`src/rtl/jpeg_pkg.sv`:
```
// jpeg_pkg: shared constants and types for the JPEG coefficient-path blocks.
//   BLK_N       : block edge length (8)
//   BLK_WORDS   : coefficients per block (64)
//   coef_idx_t  : 6-bit coefficient index within a block
//   ZZ          : zigzag position -> raster index (row*8+col)
package jpeg_pkg;

  localparam int BLK_N     = 8;
  localparam int BLK_WORDS = BLK_N * BLK_N;

  typedef logic [5:0] coef_idx_t;

  // Entry p holds the raster index of the coefficient at zigzag position p.
  localparam coef_idx_t ZZ [0:BLK_WORDS-1] = '{
    6'd0,  6'd1,  6'd8,  6'd16, 6'd9,  6'd2,  6'd3,  6'd10,
    6'd17, 6'd24, 6'd32, 6'd25, 6'd18, 6'd11, 6'd4,  6'd5,
    6'd12, 6'd19, 6'd26, 6'd33, 6'd40, 6'd48, 6'd41, 6'd34,
    6'd27, 6'd20, 6'd13, 6'd6,  6'd7,  6'd14, 6'd21, 6'd28,
    6'd35, 6'd42, 6'd49, 6'd56, 6'd57, 6'd50, 6'd43, 6'd36,
    6'd29, 6'd22, 6'd15, 6'd23, 6'd30, 6'd37, 6'd44, 6'd51,
    6'd58, 6'd59, 6'd52, 6'd45, 6'd38, 6'd31, 6'd39, 6'd46,
    6'd53, 6'd60, 6'd61, 6'd54, 6'd47, 6'd55, 6'd62, 6'd63
  };

endpackage

```
`src/rtl/zz_addr_lut.sv`:
```
// zz_addr_lut: combinational zigzag-position to raster-address map.
// Shared with the decoder-side de-zigzag block.
//   zz_pos      in  6  zigzag scan position 0..63
//   raster_addr out 6  raster index (row*8+col) of that position
module zz_addr_lut
  import jpeg_pkg::*;
(
  input  coef_idx_t zz_pos,
  output coef_idx_t raster_addr
);

  // Pure table lookup.
  always_comb begin
    raster_addr = ZZ[zz_pos];
  end

endmodule

```
`src/rtl/zz_reorder_buf.sv`:
```
// zz_reorder_buf: ping-pong 8x8 block buffer converting the DCT coefficient
// stream (one word per cycle) into JPEG zigzag scan order.
//   clk, rst   : clock, synchronous active-high reset
//   in_data    : coefficient word (raster order, or column-major when
//                ZZ_COL_MAJOR_IN_EN is defined)
//   in_valid / in_ready   : input handshake (in_ready = bank being written empty)
//   out_data / out_valid / out_ready : registered output handshake
//   out_idx    : zigzag position of out_data
//   out_last   : marks zigzag position 63
// Build option: define ZZ_COL_MAJOR_IN_EN for column-major input
// (index = col*8+row); output order is identical either way.
module zz_reorder_buf
  import jpeg_pkg::*;
#(
  parameter int BW = 12
) (
  input  logic          clk,
  input  logic          rst,
  input  logic [BW-1:0] in_data,
  input  logic          in_valid,
  output logic          in_ready,
  output logic [BW-1:0] out_data,
  output logic          out_valid,
  input  logic          out_ready,
  output logic [5:0]    out_idx,
  output logic          out_last
);

  logic [BW-1:0] mem_r [0:1][0:BLK_WORDS-1];
  logic [1:0]    full_r;
  logic          wr_bank_r;
  logic          rd_bank_r;
  coef_idx_t     wr_cnt_r;
  coef_idx_t     rd_cnt_r;

  logic          wr_fire_s;
  logic          load_s;
  logic          wr_wrap_s;
  logic          rd_wrap_s;
  coef_idx_t     wr_addr_s;
  coef_idx_t     rd_addr_s;
  logic [1:0]    full_set_s;
  logic [1:0]    full_clr_s;
  logic [1:0]    full_nxt_s;

  zz_addr_lut u_lut (
    .zz_pos      (rd_cnt_r),
    .raster_addr (rd_addr_s)
  );

  // Handshake qualifiers, write address and full-flag next state.
  always_comb begin
    in_ready  = ~full_r[wr_bank_r];
    wr_fire_s = in_valid & ~full_r[wr_bank_r];
    load_s    = full_r[rd_bank_r] & (~out_valid | out_ready);
    wr_wrap_s = (wr_cnt_r == 6'd63);
    rd_wrap_s = (rd_cnt_r == 6'd63);
`ifdef ZZ_COL_MAJOR_IN_EN
    // Column-major input: swap row and column fields to get raster address.
    wr_addr_s = {wr_cnt_r[2:0], wr_cnt_r[5:3]};
`else
    wr_addr_s = wr_cnt_r;
`endif
    // Set and clear always target different banks, so both may apply at once.
    full_set_s = (wr_fire_s & wr_wrap_s) ? (2'b01 << wr_bank_r) : 2'b00;
    full_clr_s = (load_s & rd_wrap_s) ? (2'b01 << rd_bank_r) : 2'b00;
    full_nxt_s = (full_r | full_set_s) & ~full_clr_s;
  end

  // Block storage; contents are not reset.
  always_ff @(posedge clk) begin
    if (wr_fire_s) begin
      mem_r[wr_bank_r][wr_addr_s] <= in_data;
    end
  end

  // Write/read pointers and bank full flags.
  always_ff @(posedge clk) begin
    if (rst) begin
      full_r    <= 2'b00;
      wr_bank_r <= 1'b0;
      rd_bank_r <= 1'b0;
      wr_cnt_r  <= 6'd0;
      rd_cnt_r  <= 6'd0;
    end else begin
      full_r <= full_nxt_s;
      if (wr_fire_s) begin
        wr_cnt_r <= wr_cnt_r + 6'd1;
        if (wr_wrap_s) begin
          wr_bank_r <= ~wr_bank_r;
        end
      end
      if (load_s) begin
        rd_cnt_r <= rd_cnt_r + 6'd1;
        if (rd_wrap_s) begin
          rd_bank_r <= ~rd_bank_r;
        end
      end
    end
  end

  // Output register: load next zigzag word, drop valid once consumed, else hold.
  always_ff @(posedge clk) begin
    if (rst) begin
      out_data  <= {BW{1'b0}};
      out_valid <= 1'b0;
      out_idx   <= 6'd0;
      out_last  <= 1'b0;
    end else if (load_s) begin
      out_data  <= mem_r[rd_bank_r][rd_addr_s];
      out_valid <= 1'b1;
      out_idx   <= rd_cnt_r;
      out_last  <= rd_wrap_s;
    end else if (out_ready) begin
      out_valid <= 1'b0;
    end
  end

endmodule

```
`config.mk`:
```
export PLATFORM = sky130hd
export DESIGN_NAME = zz_reorder_buf
export DESIGN_NICKNAME = d
export VERILOG_FILES = /design/src/rtl/jpeg_pkg.sv /design/src/rtl/zz_addr_lut.sv /design/src/rtl/zz_reorder_buf.sv
export SDC_FILE = /design/constraint.sdc
export NUM_CORES = 2
export LEC_CHECK = 0
export ABC_AREA = 1
export CORE_MARGIN = 2
export CORE_UTILIZATION = 55
export CTS_CLUSTER_SIZE = 28
export DETAILED_ROUTE_END_ITERATION = 8
export PLACE_DENSITY_LB_ADDON = 0.15
export REMOVE_ABC_BUFFERS = 1
export SYNTH_ARGS = -nofsm -noshare
export SYNTH_HDL_FRONTEND = slang
export SYNTH_HIERARCHICAL = 1
export SYNTH_SLANG_ARGS = --single-unit
```
`constraint.sdc`:
```
create_clock -name clk -period 6.3 [get_ports clk]
set_clock_uncertainty 0.1 [all_clocks]
set_input_delay 0.945 -clock clk [delete_from_list [all_inputs] [get_ports clk]]
set_output_delay 0.945 -clock clk [all_outputs]
set_load 0.03 [all_outputs]
```
==> summary.md <==
| Metric | Value |
|---|---|
| Status | `finished clean` |
| Endpoint type of the worst setup path | `register` |
| Yosys warns | `6` |
| DRT Pass-1 Iters | `8` |
| Area leader, netlist | `edfxtp_1` |
| P_leak | `0.0248 uW` |
| Largest net degree at the start of global routing | `238` |
| Port Buffer Count | `36` |
| Post-synthesis sequential area ratio | `0.725` |
| Design area | `~0.07 sq mm` |
| Final setup viols | `0` |
| RSZ-0062 raised after global routing | `false` |
| Dpl ws | `~1.6 ns` |
| Layout cells sized above 1 | `0.0684` |
| Number of global-route vias before repair | `40011` |
| Detailed-route vias per instance | `5.99` |
| # DRC | `0` |
| Die Y | `347 um` |
| Hold Path Depth | `2` |
| Worst min path class | `register to register` |
| Max-cap violations | `0` |
| Fin. max-slew vios | `0` |
| Multi-input gate area | `0.0157 sq mm` |
| Seq cells post-synth | `1573` |
| Die area | `0.120 sq mm` |
| Fmax | `0.205 GHz` |
| # rows | `125` |
| Avg Inst Size Synth | `11.7 sq um` |
| Drt wl/cell | `24.7 um` |
| CTS tree | `yes` |
| Violation count after the first detailed-routing iteration | `5331` |
| Max_slew headroom | `0.103` |
| Global Route Usage Sum | `0.292` |
| Clk buf depth | `3` |
| Core area | `roughly 0.12 sq mm` |
| Starting Density | `0.555` |
| Cell Pwr Density | `291 mW/mm^2` |
| Post-layout min period | `roughly 5 ns` |
| Post-synth top area share | `0.714` |
| First-pass GRT wire length | `262000 um` |
| Cell variety after synth | `33` |
| Global route total overflow | `0` |
| Area growth syn-to-layout | `9.97%` |
| Worst-margin pin slew | `about 1.3 ns` |
| Tcrit/Tclk final | `0.775` |
| I/O Pins | `37` |
| Leading cell types in the layout, fill and taps excluded | `nand2_1, edfxtp_1, nand3_1` |
| Via count | `42798` |
| Worst Path Arrival | `5.46 ns` |
| Register area | `roughly 0.047 sq mm` |
| Fin nets | `about 5500` |
| ANT cells | `0` |
| Top post-synthesis cells by area | `edfxtp_1, nand3_1, nand2_1` |
| Die Wd | `about 350 um` |
| Placed wire-length estimate | `98600 um` |
| Hold WS | `0.381 ns` |
| Root Driver | `clkbuf_16` |
| CP Class | `register to register` |
| Startpoint Class | `register` |
| Routability cong. | `0.891` |
| Cells after Synth | `5546` |
| Reg2Reg Depth | `21` |
| Syn Std Cell Area | `0.0646 sq mm` |
| Total power draw | `20700 uW` |
| CP max FO | `83` |
| Worst EP required | `6.88 ns` |
| Final worst setup slack | `1.42 ns` |
| Area after DPL | `~0.066 sq mm` |
| Filler cells | `9160` |
| Hold Buf Count CTS | `0` |
| H-Tree Depth | `4` |
| Clock sink total | `1573` |
| TritonCTS buffer count | `159` |
| Initial antenna violation count | `5` |
| Worst-path clk slew | `approximately 0.06 ns` |
| Final hold vios | `0` |
| Setup Fix Bufs, Post-CTS | `0` |
| Routed Wire Length | `176000 um` |
| Post-CTS sizing | `0` |
| Antenna Nets Post-Route | `0` |
| Peak VDD IR | `0.000248 V` |
| Commonest non-fill, non-tap cell in the layout | `nand2_1` |
| Later-pin clock latency in the skew report | `0.77 ns` |
[worst paths after layout]
check / from / to / slack, ns
setup / recovery: rd_cnt_r[1] / out_data[8] / 1.42
hold / removal: out_last / out_last / 0.38
setup reg to reg: rd_cnt_r[1] / out_data[8] / 1.42
hold reg to reg: out_last / out_last / 0.38
[stage by stage]
step,setup TNS (ns),utilization,std cells
2_1_floorplan,-263.97,-,5181
3_3_place_gp,0,0.569,6863
3_5_place_dp,0,0.569,6863
4_1_cts,0,0.611,7141
5_1_grt,0,0.611,7141
6_report,0,0.611,7141
[synthesized netlist by cell type]
cell and n:
a21oi_1 28, or2_2 1, inv_4 1, nand4_1 2, nor3_2 1, buf_1 36, nor2_8 1, nor2_1 145
o21ai_1 10, buf_8 3, inv_1 52, a211oi_1 3, nand3_1 1483, clkbuf_1 109, buf_6 24, o21a_1 1
edfxtp_1 1536, buf_2 128, inv_2 8, ha_1 17, nor2_4 1, o21ai_2 1, or2_0 1, o211ai_1 2
o21ai_0 20, clkinv_2 1, nand2_1 1780, nand2_2 1, clkinv_1 2, nor4_2 2, buf_4 65, nor3_1 44
dfxtp_1 37
[registers in the layout (all words and copies together), names as in the netlist, named ones only]
| name | flops |
|---|---|
| rd_cnt_r | 6 |
| out_idx | 6 |
| out_data | 12 |
| wr_bank_r | 1 |
| full_r | 2 |
| out_valid | 1 |
| wr_addr_s | 6 |
| rd_bank_r | 1 |
| mem_r | 1536 |
| out_last | 1 |
[critical path: stages, from the launching register on]
cell and delay [ns]:
dfxtp_1 0.63, inv_1 0.23, ha_1 0.37, inv_1 0.06, nand2_1 0.12, nand3_1 0.09, nand2_1 0.07, nand2_1 0.07
nand2_1 0.09, nand2_1 0.12, inv_8 0.41, inv_8 0.36, buf_12 0.37, nand3_1 0.11, nand3_1 0.11, nand3_1 0.21
nand3_1 0.36, nand2_1 0.20, nand2_1 0.07, nand3_1 0.13, nand2_1 0.08, a21oi_1 0.13
[routing by layer]
| metal | wire length, um | part of all wire | GRT usage | up-vias |
|---|---|---|---|---|
| li1 | - | - | - | 19515 |
| met1 | 73000 | 0.41 | 0.427 | 20864 |
| met2 | 81300 | 0.46 | 0.448 | 2100 |
| met3 | 16700 | 0.095 | 0.0531 | 315 |
| met4 | 5260 | 0.030 | 0.0909 | 4 |
| met5 | 21 | 0.00012 | 0 | - |
[logic make-up (layout without fill, tap and decap cells)]
group / Yosys count / in the layout / share of synthesized area
compound gates: 65 / 65 / 0.00532
fa+ha+maj: 17 / 17 / 0.00329
buf+inv: 429 / 500 / 0.0345
flops: 1573 / 1573 / 0.725
simple gates: 3462 / 3462 / 0.232
[report_power, final]
part | internal, uW | switching (uW) | total (uW)
clock network | 4980 | 3900 | 8880
registers | 11500 | 5.84 | 11500
logic | 30.2 | 251 | 281
total | 16500 | 4160 | 20700
[cell type report]
cell class / count / area share
Clock buffer: 207 / 0.0591
Inverter: 64 / 0.00396
Sequential cell: 1573 / 0.660
Timing Repair Buffer: 158 / 0.0207
Clock inverter: 71 / 0.00838
Multi-Input combinational cell: 3544 / 0.221
Tap cell: 1524 / 0.0268
No activity file was read; power rests on OpenSTA's default activity.
